**config.mk**
```make
export PLATFORM = sky130hd
export DESIGN_NAME = rvh_l1d_ar_arbiter_flat
export DESIGN_NICKNAME = d
export VERILOG_FILES = /design/src/rtl/rvh_l1d_ar_arbiter_if.sv /design/src/rtl/rvh_l1d_ar_arbiter.sv /design/src/flat_wrapper.sv
export SDC_FILE = /design/constraint.sdc
export NUM_CORES = 1
export LEC_CHECK = 0
export CAP_MARGIN = 20
export CORE_AREA = 2 2 154 156
export CTS_CLUSTER_DIAMETER = 120
export CTS_CLUSTER_SIZE = 8
export DETAILED_ROUTE_END_ITERATION = 12
export DIE_AREA = 0 0 156 158
export DONT_BUFFER_PORTS = 1
export GPL_TIMING_DRIVEN = 0
export PLACE_DENSITY = 0.42
export RECOVER_POWER = 100
export SYNTH_ARGS = -nofsm -noshare
export SYNTH_HDL_FRONTEND = slang
export SYNTH_SLANG_ARGS = --single-unit
```
**constraint.sdc**
```tcl
create_clock -name clk -period 1.93 [get_ports clk]
set_input_delay 0.2895 -clock clk [delete_from_list [all_inputs] [get_ports clk]]
set_output_delay 0.2895 -clock clk [all_outputs]
set_load 0.01 [all_outputs]
```
**src/rtl/rvh_l1d_ar_arbiter_if.sv**
```systemverilog
`default_nettype none
// ============================================================================
//  Module   : rvh_l1d_ar_arbiter_if
//  Brief    : Bank-side AR requests and the shared L2 AR channel of the arbiter.
//  Revision : 1.0 - initial release
// ============================================================================
interface rvh_l1d_ar_arbiter_if #(
  parameter int N_BANK   = 4,
  parameter int AR_WIDTH = 77
);
  localparam int IDX_W = $clog2(N_BANK);

  logic [N_BANK-1:0]          bank_arvalid;
  logic [N_BANK*AR_WIDTH-1:0] bank_ar;
  logic [N_BANK-1:0]          bank_arready;
  logic                       l2_arvalid;
  logic [AR_WIDTH-1:0]        l2_ar;
  logic                       l2_arready;
  logic [IDX_W-1:0]           l2_ar_bank;

  // master: the arbiter itself; slave: banks plus L2 seen from outside
  modport master (
    input  bank_arvalid, bank_ar, l2_arready,
    output bank_arready, l2_arvalid, l2_ar, l2_ar_bank
  );

  modport slave (
    output bank_arvalid, bank_ar, l2_arready,
    input  bank_arready, l2_arvalid, l2_ar, l2_ar_bank
  );
endinterface
`default_nettype wire

```
**src/rtl/rvh_l1d_ar_arbiter.sv**
```systemverilog
`default_nettype none
// ============================================================================
//  Module   : rvh_l1d_ar_arbiter
//  Brief    : Round-robin arbiter sharing one L2 AR channel among L1D banks,
//             with a 1-entry registered output buffer.
//             Optional: RVH_L1D_AR_ARB_PERF_EN adds grant/stall counters.
//  Revision : 1.0 - initial release
// ============================================================================
module rvh_l1d_ar_arbiter #(
  parameter int N_BANK   = 4,
  parameter int AR_WIDTH = 77
) (
  input  wire logic                   clk,
  input  wire logic                   rst,
`ifdef RVH_L1D_AR_ARB_PERF_EN
  rvh_l1d_ar_arbiter_if.master        ar_if,
  output logic [N_BANK*32-1:0]        perf_grant_cnt_o,
  output logic [31:0]                 perf_stall_cnt_o
`else
  rvh_l1d_ar_arbiter_if.master        ar_if
`endif
);
  localparam int IDX_W = $clog2(N_BANK);

  typedef enum logic [0:0] {
    ST_EMPTY = 1'b0,
    ST_FULL  = 1'b1
  } state_e;

  state_e              state_q;
  logic [AR_WIDTH-1:0] ar_q;
  logic [IDX_W-1:0]    bank_q;
  logic [IDX_W-1:0]    rr_ptr_q;

  logic                w_can_load;
  logic                w_gnt_vld;
  logic [IDX_W-1:0]    w_gnt_idx;
  logic [N_BANK-1:0]   w_gnt_oh;
  logic [AR_WIDTH-1:0] w_gnt_ar;

  assign w_can_load = (state_q == ST_EMPTY) | ar_if.l2_arready;

  // Scan from rr_ptr+1 upward, wrapping; the first valid bank wins.
  always_comb begin
    int               scan;
    logic [IDX_W-1:0] idx;
    scan      = 0;
    idx       = '0;
    w_gnt_vld = 1'b0;
    w_gnt_idx = '0;
    w_gnt_oh  = '0;
    if (rst && w_can_load) begin
      for (int k = 1; k <= N_BANK; k++) begin
        scan = (int'(rr_ptr_q) + k) % N_BANK;
        idx  = IDX_W'(scan);
        if (!w_gnt_vld && ar_if.bank_arvalid[idx]) begin
          w_gnt_vld = 1'b1;
          w_gnt_idx = idx;
        end
      end
    end
    if (w_gnt_vld) begin
      w_gnt_oh[w_gnt_idx] = 1'b1;
    end
  end

  assign w_gnt_ar = ar_if.bank_ar[w_gnt_idx*AR_WIDTH +: AR_WIDTH];

  always_ff @(posedge clk) begin
    if (!rst) begin
      state_q  <= ST_EMPTY;
      ar_q     <= '0;
      bank_q   <= '0;
      rr_ptr_q <= IDX_W'(N_BANK - 1);
    end else begin
      case (state_q)
        ST_EMPTY: begin
          if (w_gnt_vld) begin
            state_q  <= ST_FULL;
            ar_q     <= w_gnt_ar;
            bank_q   <= w_gnt_idx;
            rr_ptr_q <= w_gnt_idx;
          end
        end
        ST_FULL: begin
          // A drain and a new grant in the same edge reload without a bubble
          if (w_gnt_vld) begin
            ar_q     <= w_gnt_ar;
            bank_q   <= w_gnt_idx;
            rr_ptr_q <= w_gnt_idx;
          end else if (ar_if.l2_arready) begin
            state_q  <= ST_EMPTY;
          end
        end
        default: state_q <= ST_EMPTY;
      endcase
    end
  end

  assign ar_if.bank_arready = w_gnt_oh;
  assign ar_if.l2_arvalid   = (state_q == ST_FULL);
  assign ar_if.l2_ar        = ar_q;
  assign ar_if.l2_ar_bank   = bank_q;

`ifdef RVH_L1D_AR_ARB_PERF_EN
  logic [31:0] stall_cnt_q;

  always_ff @(posedge clk) begin
    if (!rst) begin
      stall_cnt_q <= '0;
    end else if ((state_q == ST_FULL) && !ar_if.l2_arready && (stall_cnt_q != 32'hFFFF_FFFF)) begin
      stall_cnt_q <= stall_cnt_q + 32'd1;
    end
  end

  assign perf_stall_cnt_o = stall_cnt_q;

  for (genvar b = 0; b < N_BANK; b++) begin : g_perf_grant
    logic [31:0] grant_cnt_q;

    always_ff @(posedge clk) begin
      if (!rst) begin
        grant_cnt_q <= '0;
      end else if (w_gnt_oh[b] && (grant_cnt_q != 32'hFFFF_FFFF)) begin
        grant_cnt_q <= grant_cnt_q + 32'd1;
      end
    end

    assign perf_grant_cnt_o[b*32 +: 32] = grant_cnt_q;
  end
`else
  // Counters are absent in this build; arbitration is unaffected.
`endif

endmodule
`default_nettype wire

```
**src/flat_wrapper.sv**
```systemverilog
// flat-port wrapper written by rule: the top's interface ports become plain ports
module rvh_l1d_ar_arbiter_flat 
#(
  parameter int N_BANK   = 4,
  parameter int AR_WIDTH = 77
)
  (clk, rst, ar_if_bank_arvalid, ar_if_bank_ar, ar_if_l2_arready, ar_if_bank_arready, ar_if_l2_arvalid, ar_if_l2_ar, ar_if_l2_ar_bank);
  rvh_l1d_ar_arbiter_if #(.N_BANK(N_BANK), .AR_WIDTH(AR_WIDTH)) ar_if_i ();
  input  wire logic clk;
  input  wire logic rst;
  input wire logic [$bits(ar_if_i.bank_arvalid)-1:0] ar_if_bank_arvalid;
  input wire logic [$bits(ar_if_i.bank_ar)-1:0] ar_if_bank_ar;
  input wire logic [$bits(ar_if_i.l2_arready)-1:0] ar_if_l2_arready;
  output wire logic [$bits(ar_if_i.bank_arready)-1:0] ar_if_bank_arready;
  output wire logic [$bits(ar_if_i.l2_arvalid)-1:0] ar_if_l2_arvalid;
  output wire logic [$bits(ar_if_i.l2_ar)-1:0] ar_if_l2_ar;
  output wire logic [$bits(ar_if_i.l2_ar_bank)-1:0] ar_if_l2_ar_bank;
  assign ar_if_i.bank_arvalid = ar_if_bank_arvalid;
  assign ar_if_i.bank_ar = ar_if_bank_ar;
  assign ar_if_i.l2_arready = ar_if_l2_arready;
  assign ar_if_bank_arready = ar_if_i.bank_arready;
  assign ar_if_l2_arvalid = ar_if_i.l2_arvalid;
  assign ar_if_l2_ar = ar_if_i.l2_ar;
  assign ar_if_l2_ar_bank = ar_if_i.l2_ar_bank;
  rvh_l1d_ar_arbiter #(.N_BANK(N_BANK), .AR_WIDTH(AR_WIDTH)) u_core (.clk(clk), .rst(rst), .ar_if(ar_if_i));
endmodule
```
* Yosys cells after proc, flatten, opt, wreduce, memory -nomap -nowiden
Cells that the tools add are included.
Storage, ports and cells: register bits after elaboration 82, input bits 315, output and inout bits 84, word-level logic and storage cells 56
Cells by class: $add $sub $neg 4, $mul 1, $lt $le $gt $ge 6, shifts and indexed selects 1, multiplexer cells 30, bitwise logic cells 2, reduce and logical (&&, ||, !) cells 8
Operator list (count):
- 308-bit by 10-bit variable part select with 77-bit output | 1
- 77-bit two-way mux | 1
- 1-bit two-way mux | 16
- 2-bit by 3-bit < comparator with 1-bit output (second input constant) | 5
- 2-bit two-way mux | 6
- 2-bit by 7-bit multiplier with 9-bit output (second input constant) | 1
- 1-bit binary-select mux with 2-bit select | 4
- 1-bit logical AND | 5
- 2-bit by 1-bit adder with 2-bit output (second input constant) | 2
- 2-bit adder (second input constant) | 2
- 4-bit two-way mux | 1
- 1-bit zero test | 3
- 1-bit demux with 2-bit select | 1
- 2-bit by 1-bit >= comparator with 1-bit output (second input constant) | 1
- 1-bit one-hot mux with 2 select lines | 1
- 1-bit inverter | 1
- 1-bit OR | 1

* Longest topological paths before layout
Gate-level depths: netlist (run 1).
word-level depth 22, depth in mapped cells 8, gate-level depth less buffers 5

* Worst setup path after synthesis (run 1)
No wires, ideal clock.
path type register to output, start point register u_core.rr_ptr_q[1], end point output port ar_if_bank_arready[3], arrival time 1.474 ns, required time 1.640 ns, setup slack 0.167 ns, stages on the path, launching flop included 8, path buffers 4, cells stage by stage dfxtp_1 -> clkbuf_1 -> o21a_1 -> buf_2 -> nor3_2 -> buf_4 -> buf_6 -> nor3b_1
Between the ends: cells in the longest elaborated chain, start to end 22, elaborated cells on any way between the ends 37, classes of those cells add/sub (4); order compare (2); mux (24); reduce/logical (7)
RTL lines:
- start, declared | RTL line rvh_l1d_ar_arbiter.sv:33 | logic [IDX_W-1:0] rr_ptr_q;
- start signal, assigned | RTL line rvh_l1d_ar_arbiter.sv:74 | rr_ptr_q <= IDX_W'(N_BANK - 1);
- start signal, assigned | RTL line rvh_l1d_ar_arbiter.sv:82 | rr_ptr_q <= w_gnt_idx;
- start signal, assigned | RTL line rvh_l1d_ar_arbiter.sv:90 | rr_ptr_q <= w_gnt_idx;
- 2-bit by 1-bit adder with 2-bit output | RTL line rvh_l1d_ar_arbiter.sv:54 | scan = (int'(rr_ptr_q) + k) % N_BANK;
- 1-bit binary-select mux with 2-bit select | RTL line rvh_l1d_ar_arbiter.sv:56 | if (!w_gnt_vld && ar_if.bank_arvalid[idx]) begin
- 1-bit two-way mux (not written as such) | RTL line rvh_l1d_ar_arbiter.sv:56
- 1-bit two-way mux | RTL line rvh_l1d_ar_arbiter.sv:56
- 1-bit two-way mux | RTL line rvh_l1d_ar_arbiter.sv:52 | if (rst && w_can_load) begin
- 1-bit zero test | RTL line rvh_l1d_ar_arbiter.sv:56
- 1-bit logical AND | RTL line rvh_l1d_ar_arbiter.sv:56
- 1-bit two-way mux | RTL line rvh_l1d_ar_arbiter.sv:56
- [... 6 more ...]
- 1-bit logical AND | RTL line rvh_l1d_ar_arbiter.sv:56
- 2-bit two-way mux | RTL line rvh_l1d_ar_arbiter.sv:56
- 2-bit two-way mux | RTL line rvh_l1d_ar_arbiter.sv:52
- 2-bit by 3-bit < comparator with 1-bit output (not written as such) or 2-bit by 1-bit >= comparator with 1-bit output (tied branches) | RTL line rvh_l1d_ar_arbiter.sv:63 | w_gnt_oh[w_gnt_idx] = 1'b1;
- 1-bit logical AND (not written as such) | RTL line rvh_l1d_ar_arbiter.sv:63
- 1-bit two-way mux (not written as such) | RTL line rvh_l1d_ar_arbiter.sv:63
- 1-bit demux with 2-bit select
- 4-bit two-way mux * | RTL line rvh_l1d_ar_arbiter.sv:62 | if (w_gnt_vld) begin
- end, declared | RTL line flat_wrapper.sv:14 | output wire logic [$bits(ar_if_i.bank_arready)-1:0] ar_if_bank_arready;
Mark *: on every way between the ends. The rest lies on a longest branch, timed or not. The select of a mux whose other input is x is not followed.

* Worst setup path in the final report (run 1)
start point register u_core.rr_ptr_q[0], end point register u_core.ar_q[71] (netlist: u_core.ar_if.l2_ar[71])
Between the ends: cells in the longest elaborated chain, start to end 20, elaborated cells on any way between the ends 34, classes of those cells add/sub (4); mul (1); shift (1); mux (22); reduce/logical (6)
RTL lines:
- 2-bit by 1-bit adder with 2-bit output | RTL line rvh_l1d_ar_arbiter.sv:54
- 1-bit binary-select mux with 2-bit select | RTL line rvh_l1d_ar_arbiter.sv:56
- 1-bit two-way mux (not written as such) | RTL line rvh_l1d_ar_arbiter.sv:56
- 1-bit two-way mux | RTL line rvh_l1d_ar_arbiter.sv:56
- 1-bit two-way mux | RTL line rvh_l1d_ar_arbiter.sv:52
- 1-bit zero test | RTL line rvh_l1d_ar_arbiter.sv:56
- 1-bit logical AND | RTL line rvh_l1d_ar_arbiter.sv:56
- 1-bit two-way mux | RTL line rvh_l1d_ar_arbiter.sv:56
- [... 4 more ...]
- 1-bit two-way mux | RTL line rvh_l1d_ar_arbiter.sv:52
- 1-bit zero test | RTL line rvh_l1d_ar_arbiter.sv:56
- 1-bit logical AND | RTL line rvh_l1d_ar_arbiter.sv:56
- 2-bit two-way mux | RTL line rvh_l1d_ar_arbiter.sv:56
- 2-bit two-way mux | RTL line rvh_l1d_ar_arbiter.sv:52
- 2-bit by 7-bit multiplier with 9-bit output | RTL line rvh_l1d_ar_arbiter.sv:67 | assign w_gnt_ar = ar_if.bank_ar[w_gnt_idx*AR_WIDTH +: AR_WIDTH];
- 308-bit by 10-bit variable part select with 77-bit output | RTL line rvh_l1d_ar_arbiter.sv:67
- 77-bit two-way mux | RTL line rvh_l1d_ar_arbiter.sv:78, rvh_l1d_ar_arbiter.sv:87
- end signal, assigned | RTL line rvh_l1d_ar_arbiter.sv:80 | ar_q <= w_gnt_ar;
- end signal, assigned | RTL line rvh_l1d_ar_arbiter.sv:88 | ar_q <= w_gnt_ar;
- end, declared | RTL line rvh_l1d_ar_arbiter.sv:31 | logic [AR_WIDTH-1:0] ar_q;
Parallel ways exist; a longest one is shown, timed or not. The select of a mux whose other input is x is not followed. A chain may end at the register's enable or synchronous reset.

==> results of run 1 <==
cell usage after synthesis (2+ instances only):
library cell and count:
nand2_1 83, dfxtp_1 82, a21o_1 78, mux2i_1 78, nand4_1 77, o31ai_1 77
o211ai_1 67, clkbuf_1 49, buf_2 24, o211ai_2 10, buf_6 8, nor2_1 6
a21oi_1 4, nand2b_1 4, buf_4 3, nor2b_1 2, nor3_1 2, o21a_1 2
o21ai_0 2, o21ai_1 2
metal layers:
layer	global-route usage	vias to the layer above	wire length [um]
met5	0	-	0
met4	0.06859	0	822
met3	0.06324	38	2174
met2	0.3548	322	12960
met1	0.2227	2763	10100
li1	-	2678	-
worst reg2reg max path: stages, from the launching register on:
cell       delay [ps]
dfxtp_4           370
nor2b_4            50
o21a_1            180
buf_6             140
nor3_4            280
buf_6             180
buf_8             140
clkbuf_16         160
mux2i_1           250
o211ai_2           90
worst min path at each step:
stage	startpoint	endpoint	slack (ps)
floorplan	rst	u_core.rr_ptr_q[0]	350
global placement	rst	u_core.rr_ptr_q[0]	350
detailed placement	rst	u_core.rr_ptr_q[0]	360
global route	rst	u_core.ar_if.l2_ar_bank[0]	90
finish	rst	u_core.ar_if.l2_ar_bank[0]	90
CTS	rst	u_core.ar_if.l2_ar_bank[0]	70
cells by family (layout without fill, tap and decap cells):
logic type / count (synthesis) / count (layout) / synth area share
mux: 78 / 78 / 0.1383
other cells: 0 / 2 / 0
compound gates: 245 / 245 / 0.3314
simple gates: 180 / 180 / 0.1643
flops: 82 / 82 / 0.2908
buf+inv: 86 / 127 / 0.07515
flip-flops by register name, indices dropped and copies added, names as in the netlist:
register	cells
u_core.ar_if.l2_ar_bank	2
u_core.ar_if.l2_arvalid	1
u_core.rr_ptr_q	2
u_core.ar_if.l2_ar	77
report_power, final:
| group | switching (mW) | total, mW | internal, mW |
|---|---|---|---|
| combinational | 1.06 | 2.03 | 0.969 |
| sequential | 0.322 | 2.27 | 1.95 |
| clock | 0.776 | 1.78 | 1.01 |
| total | 2.15 | 6.08 | 3.92 |
area by class of cell:
type	count	area share
antenna	2	0.0006845
buffer	81	0.08042
clock buffer	12	0.03234
clock inverter	4	0.007187
inverter	1	0.0005133
multi-input combinational	503	0.5570
sequential	82	0.2255
tap	290	0.04962
timing repair buffer	29	0.04671
repair_timing:
item	4_1_cts	5_1_grt
buffers inserted	20	3
resized for setup	83	102
gates cloned	0	5
endpoints found under the setup margin	82	72
hold buffers	1	0
pin swaps	10	9
hold endpoints to repair	1	0
==> out/results.ini, run 1 <==
[finish]
utilization = 0.3172
nets = 1022
final_cell_area_um2 = 7312
area_growth_pct = 29.55
layout-drive-gt1-share = 0.2346
multiInputGateArea_um2 = 4073
final_cell_mix = nand2_1, dfxtp_1, a21o_1
n_fill_cell = 2429
final_cells = 1004
seq_area_um2 = 1649
layout_commonest_cell = nand2_1

[placement]
place.gp.congestion = 0.8699
place_hpwl_mm = 19.18
dpl_worst_slack_ps = -1015
dp.cells = 961
port-buffer-count = 0
placed_area_um2 = 6007

[global_route]
grt_antenna_before_repair = 2
grt_max_degree = 14
grt_pass1_vias = 5811
track_usage = 0.1985
grt_pass1_wl_mm = 36.43
gr-total-overflow = 0

[floorplanning]
start_util = 0.2448
die_y_um = 158
floorplan.rows = 56
dieArea_um2 = 24650
core-area_um2 = 23050
fp.dieW_um = 156
pin_count = 399

[pwr]
power_density_nw_per_um2 = 831.3
leakage_nw = 2.747
power_mw = 6.079
peakVddDrop_v = 0.0003197

[sta]
hold_viol = 0
grt_setup_unrepaired = yes
fin_skew_ps = 8.964
tightest_slew_ps = 517.8
maxSlewHeadroom = 0.6548
final_max_slew_viol_count = 0
setup_ws_ps = -11.38
min_period_ps = 1941
finalHoldWorstSlack_ps = 91.29
setup_viol = 1
max_freq_mhz = 515.1
finalSetupTns_ps = -11.38
final.period_utilization = 1.006

[route]
vias = 5801
drc = 0
postRouteWirelength_mm = 26.07
postRouteAntennaNets = 0
routed_via_density = 5.778
drt_iter0_drc = 510
drt-wirelength-per-cell_um = 25.96
drtPass1Iterations = 5

[synthesis]
synth_top_area_share = 0.2908
async_reset_ff_frac = 0
synth_flop_cell = dfxtp_1
synthesis.nets = 986
synth_cell_types = 31
yosys_warnings = 0
synth_area_um2 = 5644
synth.top_cells.by_area = dfxtp_1, mux2i_1, a21o_1, o31ai_1, o211ai_1
syn_avg_cell_area_um2 = 8.412
syn_inst = 671
synth_edf_count = 0
yosys.area.top_type = dfxtp_1
ys_seq_elements = 82
yosysSeqAreaShare = 0.2908

[clocking]
clk_pin_slew_ps = 70
cts_buffers = 9
clockRootBuffer = clkbuf_16
clk_latency_ps = 350
cts.sinks = 82
cts_tree = done
cts_buffer_depth = 2
htree_levels = 3

[outcome]
status = complete, but fails checks
failed_checks = setup timing

[worst_setup_path]
cp_cell_sequence = nor2b_4, o21a_1, buf_6, nor3_4, buf_6, buf_8, clkbuf_16, mux2i_1, o211ai_2
cp-start-kind = flop
cp.required_ps = 2160
cp-end-kind = flop
critPathBufInv = 4
crit_start = u_core.rr_ptr_q[0]
r2r_end = u_core.ar_if.l2_ar[71]
r2r_cells = 9
cpMostUsedCell = buf_6
path_depth = 9
reg2reg_from = u_core.rr_ptr_q[0]
crit_arrival_ps = 2170
cp_max_fo = 5
worst-setup-path-type = flop to flop
cp_top_family = buffers and inverters
slowest_delay_ps = 370
r2r_slack_ps = -10
worstSetupEndpoint = u_core.ar_if.l2_ar[71]
critPathSlowestCell = dfxtp_4

[flow_run]
cap_violations = 0

[min_path]
hold_depth = 2
min_path_type = input port to flop

Power figures use the tool's default switching activity.
==> inputs of run 2 (changes only) <==
--- a/config.mk
+++ b/config.mk
@@ -8,13 +8,14 @@
 export CAP_MARGIN = 20
 export CORE_AREA = 2 2 154 156
 export CTS_CLUSTER_DIAMETER = 120
-export CTS_CLUSTER_SIZE = 8
+export CTS_CLUSTER_SIZE = 25
 export DETAILED_ROUTE_END_ITERATION = 12
 export DIE_AREA = 0 0 156 158
 export DONT_BUFFER_PORTS = 1
 export GPL_TIMING_DRIVEN = 0
 export PLACE_DENSITY = 0.42
 export RECOVER_POWER = 100
+export SKIP_CTS_REPAIR_TIMING = 1
 export SYNTH_ARGS = -nofsm -noshare
 export SYNTH_HDL_FRONTEND = slang
 export SYNTH_SLANG_ARGS = --single-unit
==> out/results.ini, run 2 (synthesis results as in run 1) <==
[global_route]
grt_max_degree = 14
gr-total-overflow = 0
grt_antenna_before_repair = 1
track_usage = 0.1927
grt_pass1_wl_mm = 35.44
grt_pass1_vias = 5677

[pwr]
power_density_nw_per_um2 = 847.2
leakage_nw = 2.719
peakVddDrop_v = 0.0003095

[sta]
fin_skew_ps = 4.528
min_period_ps = 2064
final.period_utilization = 1.069
setup_ws_ps = -134.1
hold_viol = 0
grt_setup_unrepaired = yes
tightest_slew_ps = 525.0
final_max_slew_viol_count = 0
maxSlewHeadroom = 0.6500
setup_viol = 4
max_freq_mhz = 484.5
finalSetupTns_ps = -335.7

[outcome]
status = complete, but fails checks
failed_checks = setup timing

[finish]
final_cells = 997
final_cell_mix = nand2_1, dfxtp_1, a21o_1
n_fill_cell = 2439
layout-drive-gt1-share = 0.1909
utilization = 0.3022
area_growth_pct = 23.43
seq_area_um2 = 1653
antennaDiodeCount = 0
largest_register_ffs = 77
multiInputGateArea_um2 = 3824
nets = 1017
layout_commonest_cell = nand2_1
final_cell_area_um2 = 6967

[floorplanning]
die_y_um = 158
start_util = 0.2448
floorplan.rows = 56
core-area_um2 = 23050
dieArea_um2 = 24650
fp.dieW_um = 156
pin_count = 399

[clocking]
htree_levels = 3
clk_pin_slew_ps = 60
clockRootBuffer = clkbuf_16
cts_tree = done
clk_latency_ps = 350
cts_buffer_depth = 2
cts_buffers = 9
cts.sinks = 82

[flow_run]
cap_violations = 0

[placement]
place.gp.congestion = 0.8699
placed_area_um2 = 6007
dp.cells = 961
place_hpwl_mm = 19.18
port-buffer-count = 0

[worst_setup_path]
worst-setup-path-type = flop to primary output
cp_max_fo = 10
cp.required_ps = 1640
cp-start-kind = flop
crit_arrival_ps = 1770
cp-end-kind = primary output

[route]
drtPass1Iterations = 5
postRouteWirelength_mm = 25.53
drt_iter0_drc = 508
drt-wirelength-per-cell_um = 25.60
routed_via_density = 5.780
drc = 0
postRouteAntennaNets = 0
vias = 5763

[min_path]
min_path_type = input port to flop

## run 2: power by group
part           internal, mW  leakage (nW)  switching [mW]
Sequential             1.95         0.679           0.320
Combinational         0.857          1.91           0.999
Clock                  1.01         0.129           0.772
## run 2: area by class of cell
type,count,share of cell area
sequential,82,0.2372
clock inverter,4,0.007543
buffer,76,0.07364
tap,290,0.05208
timing repair buffer,29,0.04616
inverter,1,0.0005388
clock buffer,12,0.03394
multi-input combinational,503,0.5489
## run 2: worst paths after layout
path	startpoint	to	slack, ps	depth (start not counted)
hold reg to reg	u_core.rr_ptr_q[0]	u_core.rr_ptr_q[0]	520	2
hold / removal	rst	u_core.ar_if.l2_ar_bank[0]	90	2
setup / recovery	u_core.ar_if.l2_arvalid	ar_if_bank_arready[0]	-130	7
setup reg to reg	u_core.rr_ptr_q[0]	u_core.ar_if.l2_ar[39]	60	9
## run 2: worst max-delay path, stage by stage, from the launching register on
cell	delay, ps
dfxtp_4	360
nor2b_4	140
nor3_4	250
o21ai_2	110
buf_6	150
buf_12	140
buf_8	140
nor2_4	130
## run 2: metrics by stage
| stage | setup slack [ps] | power [mW] | hold slack, ps |
|---|---|---|---|
| CTS | -1219 | 5.676 | -10.37 |
| finish | -134.1 | 5.902 | 91.13 |
| global route | -193.1 | 6.231 | 93.43 |
| detailed placement | -1015 | 3.845 | 357.5 |
| global placement | -968.8 | 3.804 | 352.8 |
| floorplan | 166.6 | 3.378 | 351.4 |
## run 2: routing by layer
| metal | global-route usage | share of wire | vias up |
|---|---|---|---|
| met5 | 0 | 0 | - |
| met2 | 0.3397 | 0.50 | 349 |
| met4 | 0.06859 | 0.026 | 0 |
| li1 | - | - | 2667 |
| met1 | 0.2172 | 0.39 | 2709 |
| met3 | 0.06488 | 0.090 | 38 |
